===== src/rtl/skin_bbox_tracker.sv =====
// Reduces a per-pixel skin mask to one bounding box per frame, rejecting
// horizontal skin runs shorter than MIN_RUN before they reach the box accumulators.
module skin_bbox_tracker #(
  parameter int H_ACTIVE  = 640,
  parameter int V_ACTIVE  = 480,
  parameter int MIN_RUN   = 4,
  parameter int MIN_COUNT = 64
) (
  input  logic        CLOCK_50,
  input  logic        reset_n,
  input  logic        pix_valid,
  input  logic        sof,
  input  logic [9:0]  mask_in,
  output logic [9:0]  box_x0,
  output logic [9:0]  box_x1,
  output logic [9:0]  box_y0,
  output logic [9:0]  box_y1,
  output logic [19:0] box_count,
  output logic        box_found,
  output logic        box_done
);

  localparam int              RW       = (MIN_RUN < 1) ? 1 : $clog2(MIN_RUN + 1);
  localparam logic [RW-1:0]   RUN_MAX  = RW'(MIN_RUN);
  localparam logic [9:0]      X_LAST   = 10'(H_ACTIVE - 1);
  localparam logic [9:0]      Y_LAST   = 10'(V_ACTIVE - 1);
  localparam logic [9:0]      RUN_SPAN = 10'(MIN_RUN - 1);
  localparam logic [19:0]     CNT_MAX  = 20'hF_FFFF;
  localparam logic [19:0]     CNT_MIN  = 20'(MIN_COUNT);
  localparam logic [20:0]     ADD_RUN  = 21'(MIN_RUN);

  typedef enum logic [0:0] {IDLE = 1'b0, SCAN = 1'b1} state_t;

  state_t        state_q, state_d;
  logic [9:0]    x_q, x_d, y_q, y_d;
  logic [RW-1:0] run_q, run_d;
  logic [9:0]    min_x_q, min_x_d, max_x_q, max_x_d;
  logic [9:0]    min_y_q, min_y_d, max_y_q, max_y_d;
  logic [19:0]   cnt_q, cnt_d;
  logic          report_q, report_d;
  logic [9:0]    box_x0_q, box_x0_d, box_x1_q, box_x1_d;
  logic [9:0]    box_y0_q, box_y0_d, box_y1_q, box_y1_d;
  logic [19:0]   box_count_q, box_count_d;
  logic          box_found_q, box_found_d;
  logic          box_done_q, box_done_d;

  logic          take_s, qual_grp_s, qual_one_s;
  logic [9:0]    px_x_s, px_y_s, grp_x0_s;
  logic [RW-1:0] run_b_s, run_n_s;
  logic [9:0]    min_x_b_s, max_x_b_s, min_y_b_s, max_y_b_s;
  logic [19:0]   cnt_b_s;
  logic [20:0]   add_s, cnt_sum_s;
  logic          unused_mask_s;

  assign unused_mask_s = ^mask_in[8:0];

  // Pixel processing, frame sequencing and report loading.
  always_comb begin
    state_d     = state_q;
    x_d         = x_q;
    y_d         = y_q;
    run_d       = run_q;
    min_x_d     = min_x_q;
    max_x_d     = max_x_q;
    min_y_d     = min_y_q;
    max_y_d     = max_y_q;
    cnt_d       = cnt_q;
    report_d    = 1'b0;
    box_x0_d    = box_x0_q;
    box_x1_d    = box_x1_q;
    box_y0_d    = box_y0_q;
    box_y1_d    = box_y1_q;
    box_count_d = box_count_q;
    box_found_d = box_found_q;
    box_done_d  = 1'b0;
    qual_grp_s  = 1'b0;
    qual_one_s  = 1'b0;
    add_s       = 21'd0;
    run_n_s     = {RW{1'b0}};

    take_s    = pix_valid & (sof | (state_q == SCAN));
    // sof restarts at (0,0) on cleared accumulators, whatever the current state.
    px_x_s    = sof ? 10'd0 : x_q;
    px_y_s    = sof ? 10'd0 : y_q;
    run_b_s   = sof ? {RW{1'b0}} : run_q;
    min_x_b_s = sof ? 10'h3FF : min_x_q;
    max_x_b_s = sof ? 10'd0 : max_x_q;
    min_y_b_s = sof ? 10'h3FF : min_y_q;
    max_y_b_s = sof ? 10'd0 : max_y_q;
    cnt_b_s   = sof ? 20'd0 : cnt_q;
    grp_x0_s  = px_x_s - RUN_SPAN;

    if (mask_in[9]) begin
      if (run_b_s == RUN_MAX) begin
        run_n_s    = run_b_s;
        qual_one_s = 1'b1;
        add_s      = 21'd1;
      end else begin
        run_n_s = run_b_s + RW'(1);
        if (run_n_s == RUN_MAX) begin
          qual_grp_s = 1'b1;
          add_s      = ADD_RUN;
        end else begin
          qual_grp_s = 1'b0;
        end
      end
    end else begin
      run_n_s = {RW{1'b0}};
    end
    cnt_sum_s = {1'b0, cnt_b_s} + add_s;

    if (take_s) begin
      state_d = SCAN;
      run_d   = run_n_s;
      cnt_d   = cnt_sum_s[20] ? CNT_MAX : cnt_sum_s[19:0];
      min_x_d = (qual_grp_s && (grp_x0_s < min_x_b_s)) ? grp_x0_s : min_x_b_s;
      if ((qual_grp_s || qual_one_s) && (px_x_s > max_x_b_s)) begin
        max_x_d = px_x_s;
      end else begin
        max_x_d = max_x_b_s;
      end
      if ((qual_grp_s || qual_one_s) && (px_y_s < min_y_b_s)) begin
        min_y_d = px_y_s;
      end else begin
        min_y_d = min_y_b_s;
      end
      if ((qual_grp_s || qual_one_s) && (px_y_s > max_y_b_s)) begin
        max_y_d = px_y_s;
      end else begin
        max_y_d = max_y_b_s;
      end
      if (px_x_s == X_LAST) begin
        x_d   = 10'd0;
        run_d = {RW{1'b0}};
        if (px_y_s == Y_LAST) begin
          y_d      = 10'd0;
          report_d = 1'b1;
          state_d  = IDLE;
        end else begin
          y_d = px_y_s + 10'd1;
        end
      end else begin
        x_d = px_x_s + 10'd1;
        y_d = px_y_s;
      end
    end else begin
      state_d = state_q;
    end

    // Report reads the accumulators one edge after the final pixel, so a
    // back-to-back sof clearing them on that same edge cannot corrupt it.
    if (report_q) begin
      box_x0_d    = (cnt_q == 20'd0) ? 10'd0 : min_x_q;
      box_x1_d    = (cnt_q == 20'd0) ? 10'd0 : max_x_q;
      box_y0_d    = (cnt_q == 20'd0) ? 10'd0 : min_y_q;
      box_y1_d    = (cnt_q == 20'd0) ? 10'd0 : max_y_q;
      box_count_d = cnt_q;
      box_found_d = (cnt_q >= CNT_MIN);
      box_done_d  = 1'b1;
    end else begin
      box_done_d = 1'b0;
    end
  end

  // State, accumulator and output registers.
  always_ff @(posedge CLOCK_50 or negedge reset_n) begin
    if (!reset_n) begin
      state_q     <= IDLE;
      x_q         <= 10'd0;
      y_q         <= 10'd0;
      run_q       <= {RW{1'b0}};
      min_x_q     <= 10'd0;
      max_x_q     <= 10'd0;
      min_y_q     <= 10'd0;
      max_y_q     <= 10'd0;
      cnt_q       <= 20'd0;
      report_q    <= 1'b0;
      box_x0_q    <= 10'd0;
      box_x1_q    <= 10'd0;
      box_y0_q    <= 10'd0;
      box_y1_q    <= 10'd0;
      box_count_q <= 20'd0;
      box_found_q <= 1'b0;
      box_done_q  <= 1'b0;
    end else begin
      state_q     <= state_d;
      x_q         <= x_d;
      y_q         <= y_d;
      run_q       <= run_d;
      min_x_q     <= min_x_d;
      max_x_q     <= max_x_d;
      min_y_q     <= min_y_d;
      max_y_q     <= max_y_d;
      cnt_q       <= cnt_d;
      report_q    <= report_d;
      box_x0_q    <= box_x0_d;
      box_x1_q    <= box_x1_d;
      box_y0_q    <= box_y0_d;
      box_y1_q    <= box_y1_d;
      box_count_q <= box_count_d;
      box_found_q <= box_found_d;
      box_done_q  <= box_done_d;
    end
  end

  assign box_x0    = box_x0_q;
  assign box_x1    = box_x1_q;
  assign box_y0    = box_y0_q;
  assign box_y1    = box_y1_q;
  assign box_count = box_count_q;
  assign box_found = box_found_q;
  assign box_done  = box_done_q;

endmodule


===== config.mk =====
export PLATFORM = sky130hd
export DESIGN_NAME = skin_bbox_tracker
export DESIGN_NICKNAME = d
export VERILOG_FILES = /design/src/rtl/skin_bbox_tracker.sv
export SDC_FILE = /design/constraint.sdc
export NUM_CORES = 1
export LEC_CHECK = 0
export CORE_ASPECT_RATIO = 2
export CORE_MARGIN = 1
export CORE_UTILIZATION = 57
export DETAILED_ROUTE_END_ITERATION = 12
export PLACE_DENSITY = 0.89
export REMOVE_ABC_BUFFERS = 1
export SYNTH_ARGS = -nofsm -noshare
export SYNTH_HDL_FRONTEND = slang
export SYNTH_SLANG_ARGS = --single-unit

===== constraint.sdc =====
create_clock -name CLOCK_50 -period 4.7 [get_ports CLOCK_50]
set_input_delay 0.94 -clock CLOCK_50 [delete_from_list [all_inputs] [get_ports CLOCK_50]]
set_output_delay 0.94 -clock CLOCK_50 [all_outputs]
set_load 0.05 [all_outputs]

* After elaboration in Yosys (flattened, before gate mapping)
Cells that the tools add are included.
Cells by class: $add $sub $neg 5, multipliers 0, divide/modulo/power cells 0, magnitude comparators 5, eq/ne operators 4, shift operators 0, mux-type cells 37, bitwise operators 2, reduce and logical (&&, ||, !) cells 6
Operators by type and width (number):
- 10-bit two-way mux | 17
- 20-bit two-way mux | 2
- 20-bit by 21-bit adder with 21-bit output | 1
- 3-bit two-way mux | 7
- 10-bit by 1-bit adder with 10-bit output, second input constant | 2
- 20-bit by 7-bit greater-or-equal comparator with 1-bit output, second input constant | 1
- 10-bit > comparator | 2
- 20-bit logical NOT | 1
- 10-bit < comparator | 2
- 1-bit two-way mux | 11
- 10-bit equality test, second input constant | 1
- 10-bit by 9-bit equality test with 1-bit output, second input constant | 1
- 10-bit by 2-bit subtractor with 10-bit output, second input constant | 1
- 3-bit equality test, second input constant | 2
- 1-bit logical AND | 4
- 3-bit by 1-bit adder with 3-bit output, second input constant | 1
- 1-bit AND | 1
- 1-bit logical OR | 1
- 1-bit bitwise OR | 1
Word-level totals: register bits 147, bits in latches 0, bits in writable memories 0, ROM bits 0, input port bits 14, output and inout bits 62, logic and storage cells 76, memories kept 0

* Logic depth before layout (Yosys ltp)
word-level depth 9, depth in mapped cells 17, gate-level depth less buffers 14

* Least setup slack after synthesis
OpenSTA, ideal clock, no wires.
path kind input port to flip-flop, from in sof, to reg cnt_q[13], library setup time 130 ps, data arrival time 3773 ps, required time 4570 ps, setup slack 797 ps, stages on the path 17, path buffers 3, cell sequence buf_4 inv_2 buf_2 buf_1 nand2_1 inv_1 ha_1 nor2_1 mux2i_1 nor2_1 ha_1 a21oi_1 nor3_2 nand4_1 nand2_2 nor4_1 nor3_1
Between the ends: word-level cells in the longest chain between the ends 8, elaborated cells between the ends (all ways) 12, those cells by class add/sub (2); eq/ne (2); mux (6); bitwise (2)
RTL lines:
- start: declaration | RTL line 12 | input logic sof,
- 3-bit two-way mux | RTL line 85 | run_b_s = sof ? {RW{1'b0}} : run_q;
- 3-bit by 1-bit adder with 3-bit output | RTL line 99 | run_n_s = run_b_s + RW'(1);
- 3-bit equality test | RTL line 100 | if (run_n_s == RUN_MAX) begin
- 3-bit two-way mux | RTL line 100
- 3-bit two-way mux | RTL line 94 | if (run_b_s == RUN_MAX) begin
- 3-bit two-way mux | RTL line 93 | if (mask_in[9]) begin
- 20-bit by 21-bit adder with 21-bit output | RTL line 110 | cnt_sum_s = {1'b0, cnt_b_s} + add_s;
- 20-bit two-way mux | RTL line 115 | cnt_d = cnt_sum_s[20] ? CNT_MAX : cnt_sum_s[19:0];
- end signal: assignment | RTL line 194 | cnt_q <= cnt_d;
- end: declaration | RTL line 39 | logic [19:0] cnt_q, cnt_d;
Several ways; a longest one is shown, not always the timed one. A chain may end at the register's enable or synchronous reset.

* Worst setup path in the final report
Ends and elaborated chain as after synthesis.

==> flow_summary.toml <==
[sta]
fin_skew_ns = 0.00793
setup_tns_ns = 0
final.min_clock_period_ns = 3.61
worstMarginPinSlew_ns = 0.870
min_period_over_period = 0.769
max_freq_mhz = 277
hold_viol_final = 0
holdWs_ns = 0.505
final_max_slew_viol_count = 0
grt_setup_unrepaired = "false"
relSlewSlack = 0.420
setup_viol = 0

[setup_path]
ff2ff_path_depth = 10
path_class = "in2reg"
crit_path_end = "cnt_q[13]"
worst_ep_arrival_time_ns = 3.91
r2r_end = "min_x_q[4]"
critPathCaptureType = "register"
crit_start = "sof"
start_kind = "primary input"
timing.rr.start = "x_q[0]"
crit_fanout = 9
reg2reg_slack_ns = 1.10
required_ns = 5.00

[synth]
netlist_area_um2 = 8090
synth_top_area_frac = 0.455
ys_types = 75
ys_seq_elements = 147
netlist_instances = 878
synth_edf_count = 0
synth_largest_area_cell = "dfrtp_1"
synth_area_leaders = "dfrtp_1 (45%), ha_1 (6.5%), nand2_1 (6.0%)"
avgSynthCellArea_um2 = 9.22
ys_seq_area_frac = 0.455
ys_async_sr_fraction = 1.00
ys.flop_type = "dfrtp_1"
yosysWarningCount = 0

[route]
ant_nets = 0
routed-via-count = 6908
wirelength_um = 20500
drt-initial-drc-count = 511
drtPass1Iterations = 6
via_per_inst = 6.10
drc_errors = 0
wl_per_cell_um = 18.1

[global_routing]
overflow = 0
grt.met2_usage = 0.530
grt_usage = 0.300
grt_antenna_before_repair = 0
first_global_vias = 7148
grt_util_met3 = 0.0545
grtUsageMet1 = 0.307
busiest_layer = "met2"
grt_max_degree = 96
grt_pass1_wl_um = 34000

[layout]
fin_cells = 1133
final_util = 0.686
syn_to_final_growth_pct = 17.8
final_layout_size_suffix_gt1_frac = 0.0996
nets = 987
antenna_cells = 0

[floorplan]
start_util = 0.583
die_y_um = 170
die_x_um = 86.3
core-area_um2 = 13900
rows = 61
ios = 76
die-area_um2 = 14700

[placed_design]
hpwlAfterDp_um = 14100
port-buffer-count = 66
place_congestion = 0.915
dp.cells = 1101

[clocking]
ctsResizeCount = 0
cts-root-buf = "clkbuf_16"
hold_buffers = 0
cts_tree = "yes"
postCtsSetupBuffers = 0
clk_pin_slew_ns = 0.06
clk_path_buf_depth = 2
clock_latency_ns = 0.43
h-tree-depth = 4
clock_sinks = 147
cts_buffers = 17

[pwr]
powerDensity_nw_per_um2 = 331
leakage_nw = 4.34
power_w = 0.00315
peakVddDrop_uv = 335

[status]
status = "finished clean"

[run]
drv_cap = 0

[worst_hold_path]
hold_class = "reg2reg"
## where the power goes
group	leakage [nW]	switching, W	total (W)	internal [W]
combinational	2.11	0.000192	0.000319	0.000127
sequential	1.93	0.0000487	0.00134	0.00129
clock	0.307	0.000535	0.00149	0.000958
## Yosys cell counts (12+ instances only)
cell type / number
nor2_1: 79
o21ai_1: 46
ha_1: 42
nand4_1: 15
dfrtp_1: 147
nand2_1: 129
clkbuf_1: 20
mux2_2: 21
nand3_1: 19
inv_1: 66
nor2b_1: 12
a21oi_1: 34
mux2i_1: 34
o21ai_0: 32
## layout by cell type, fill, tap and decap left out, types with 3 or more instances in the layout
cell             count
o21a_1               3
a21oi_1             34
inv_1               66
bufinv_16            5
clkdlybuf4s50_1     64
and2_1               5
nor2_1              79
dfrtp_1            146
o22ai_1              8
and3_1               7
xnor2_1              4
clkinvlp_4           3
a41oi_1              4
o22a_1               8
o211ai_1             5
mux2i_1             34
nor4_1               6
nand2b_1             9
xor2_1               5
a31oi_1              8
o21ai_0             32
a21o_1               8
nand3b_1             3
nor2_2               3
nor2b_1             12
ha_1                42
a211o_1              3
nand3_1             19
nor3_1              11
buf_4               16
nor3_2               4
nand2_1            129
mux2_2              21
nand4_1             15
o21ai_1             45
clkbuf_16           17
## layer usage
metal	wire length (um)	share of wire	up-vias
met2	11100	0.54	263
met4	1570	0.077	0
li1	-	-	3152
met5	0	0	-
met1	7070	0.34	3379
met3	779	0.038	114
## critical path, stage by stage
cell	delay, ns
buf_2	0.17
nor2b_1	0.22
ha_1	0.30
nor2_1	0.07
mux2i_1	0.30
nor2_1	0.09
ha_1	0.35
a21oi_1	0.40
nor3_2	0.09
buf_4	0.18
nand4_1	0.20
nand2_2	0.20
nor4_1	0.29
nor3_1	0.10
## cells by family after synthesis
logic type	count (synthesis)	share of synthesized area
AND/OR/NAND/NOR	322	0.189
AO/OA/AOI/OAI	187	0.149
flip-flops	147	0.455
buffers and inverters	115	0.0597
multiplexers	55	0.0713
adder cells (fa/ha/maj)	43	0.0662
XOR/XNOR	9	0.00974
## worst min-delay path by stage
stage             startpoint             to  slack (ns)  depth (start not counted)
2_1_floorplan       run_q[1]       run_q[1]        0.44                          2
3_3_place_gp        run_q[1]       run_q[1]        0.46                          2
3_5_place_dp   box_count[12]  box_count[12]        0.50                          1
4_1_cts        box_count[12]  box_count[12]        0.51                          1
5_1_grt        box_count[12]  box_count[12]        0.52                          1
6_report           box_y0[4]      box_y0[4]        0.50                          2
## per-stage QoR
step                worst slack (ns)  cell area (um2)
global placement               0.840             8880
floorplan                       1.00             7860
finish                          1.09             9530
detailed placement             0.690             8880
CTS                             1.11             9530
global route                   0.841             9530
## cell type report
type                    instances  area [um2]
clock buffers                  20         447
clock inverters                12         204
multi-input cells             616        3930
well taps                     189         236
repair buffers                 82         777
inverters                      67         251
flip-flops and latches        147        3680
fillers                      1072        4360
Power figures use the tool's default switching activity.
==> RTL edit, RTL diff (config.mk and constraints unchanged) <==
The parameter `MIN_COUNT` goes from 64 to 48.
--- a/src/rtl/skin_bbox_tracker.sv
+++ b/src/rtl/skin_bbox_tracker.sv
@@ -6,3 +6,3 @@
   parameter int MIN_RUN   = 4,
-  parameter int MIN_COUNT = 64
+  parameter int MIN_COUNT = 48
 ) (
Formal check against the unedited RTL: same outputs for any inputs over 10 cycles, from zero or initial values and one cycle with reset_n low; that may be too few to reach the edited logic, so the function may still have changed.
==> RTL edit against the unedited design <==
Setup slack worse by 0.33 ns; non-clock buffer count unchanged; critical path type unchanged; power down 4.7%; sequential cell count unchanged; fmax down 8.3%; synthesized area down 0.85%; design area down 1.4%; wire length down 11%.
==> RTL edit: results (changes against the unedited design) <==
| Metric | Value |
|---|---|
| Status | finished clean (unchanged) |
| CP max FO | 15 (was 9) |
| Flop-to-flop setup slack | 1.24 ns (was 1.10 ns) |
| First-pass GRT wire length | 30800 microns (was 34000 microns) |
| Filler cells | 1013 (was 1072) |
| Worst r2r src | run_q[1]$_DFFE_PN0P_ (was x_q[0]$_DFFE_PN0P_) |
| Internal power | 2.24 mW (was 2.38 mW) |
| Slowest cell on the critical path | a2111oi_4 (was a21oi_1) |
| Worst hold slack | 0.490 ns (was 0.505 ns) |
| DP Wirelength | 12200 microns (was 14100 microns) |
| Cells on worst reg2reg path | 13 (was 10) |
| Commonest cells post-synth | dfrtp_1 (147), nand2_1 (114), o21ai_0 (68) (was dfrtp_1 (147), nand2_1 (129), nor2_1 (79)) |
| Drt via density | 5.96 (was 6.10) |
| Synth top area cells | dfrtp_1 (46%), ha_1 (6.6%), nand2_1 (5.3%) (was dfrtp_1 (45%), ha_1 (6.5%), nand2_1 (6.0%)) |
| Total track usage | 26.9% (was 30.0%) |
| Worst-case vdd ir drop | 0.282 mV (was 0.335 mV) |
| Mux cell area share after synthesis | 4.94% (was 7.13%) |
| Detailed Route Iter0 Violations | 488 (was 511) |
| Seq/Total Area, Yosys | 45.9% (was 45.5%) |
| Leak | 4.15 nW (was 4.34 nW) |
| Share of cells above drive strength 1 | 10.6% (was 9.96%) |
| Library cells used by synthesis | 69 (was 75) |
| Adder-cell area share of the yosys netlist | 6.67% (was 6.62%) |
| Comb power frac | 10.6% (was 10.1%) |
| Largest net degree at the start of global routing | 76 (was 96) |
| Routability cong. | 0.882 (was 0.915) |
| Hold endpoint | run_q[1]$_DFFE_PN0P_ (was box_y0[4]$_DFFE_PN0P_) |
==> RTL edit: layout make-up <==
cell class	count	area (sq um)	area share, %
flip-flops and latches	147	3680	39.2
repair buffers	82	777	8.27
inverters	62	233	2.48
clock buffers	18	429	4.57
multi-input cells	599	3900	41.5
clock inverters	11	140	1.49
well taps	189	236	2.52
==> RTL edit: worst max-delay path by stage <==
stage                     start                    end  slack (ns)  cells past startpoint
after detailed placement    sof  cnt_q[19]$_DFFE_PN0P_        0.36                     15
after floorplan             sof  cnt_q[17]$_DFFE_PN0P_        0.31                     14
after global placement      sof  cnt_q[19]$_DFFE_PN0P_        0.55                     15
final                       sof  cnt_q[19]$_DFFE_PN0P_        0.76                     15
after CTS                   sof  cnt_q[19]$_DFFE_PN0P_        0.79                     15
after global routing        sof  cnt_q[19]$_DFFE_PN0P_        0.60                     15
==> RTL edit: metrics by stage <==
stage               setup slack (ns)  power [mW]  cell area [sq um]  instances
finish                         0.762        3.00               9400       1108
global route                   0.603        3.11               9400       1108
CTS                            0.794        3.02               9400       1108
detailed placement             0.358        1.68               8830       1079
global placement               0.546        1.66               8830       1079
floorplan                      0.307        1.56               7800        808
==> RTL edit: layer usage <==
metal | vias up | track usage (%) | routed length (microns)
li1 | 3116 | - | -
met1 | 3197 | 30.4 | 7120
met2 | 218 | 46.7 | 9690
met3 | 73 | 5.16 | 739
met4 | 0 | 15.3 | 822
met5 | - | 0 | 0
==> RTL edit: tightest hold or removal path, stage by stage, from the launching register on <==
cell and delay [ns]:
dfrtp_1 0.34, nand2_1 0.05, o21ai_0 0.06
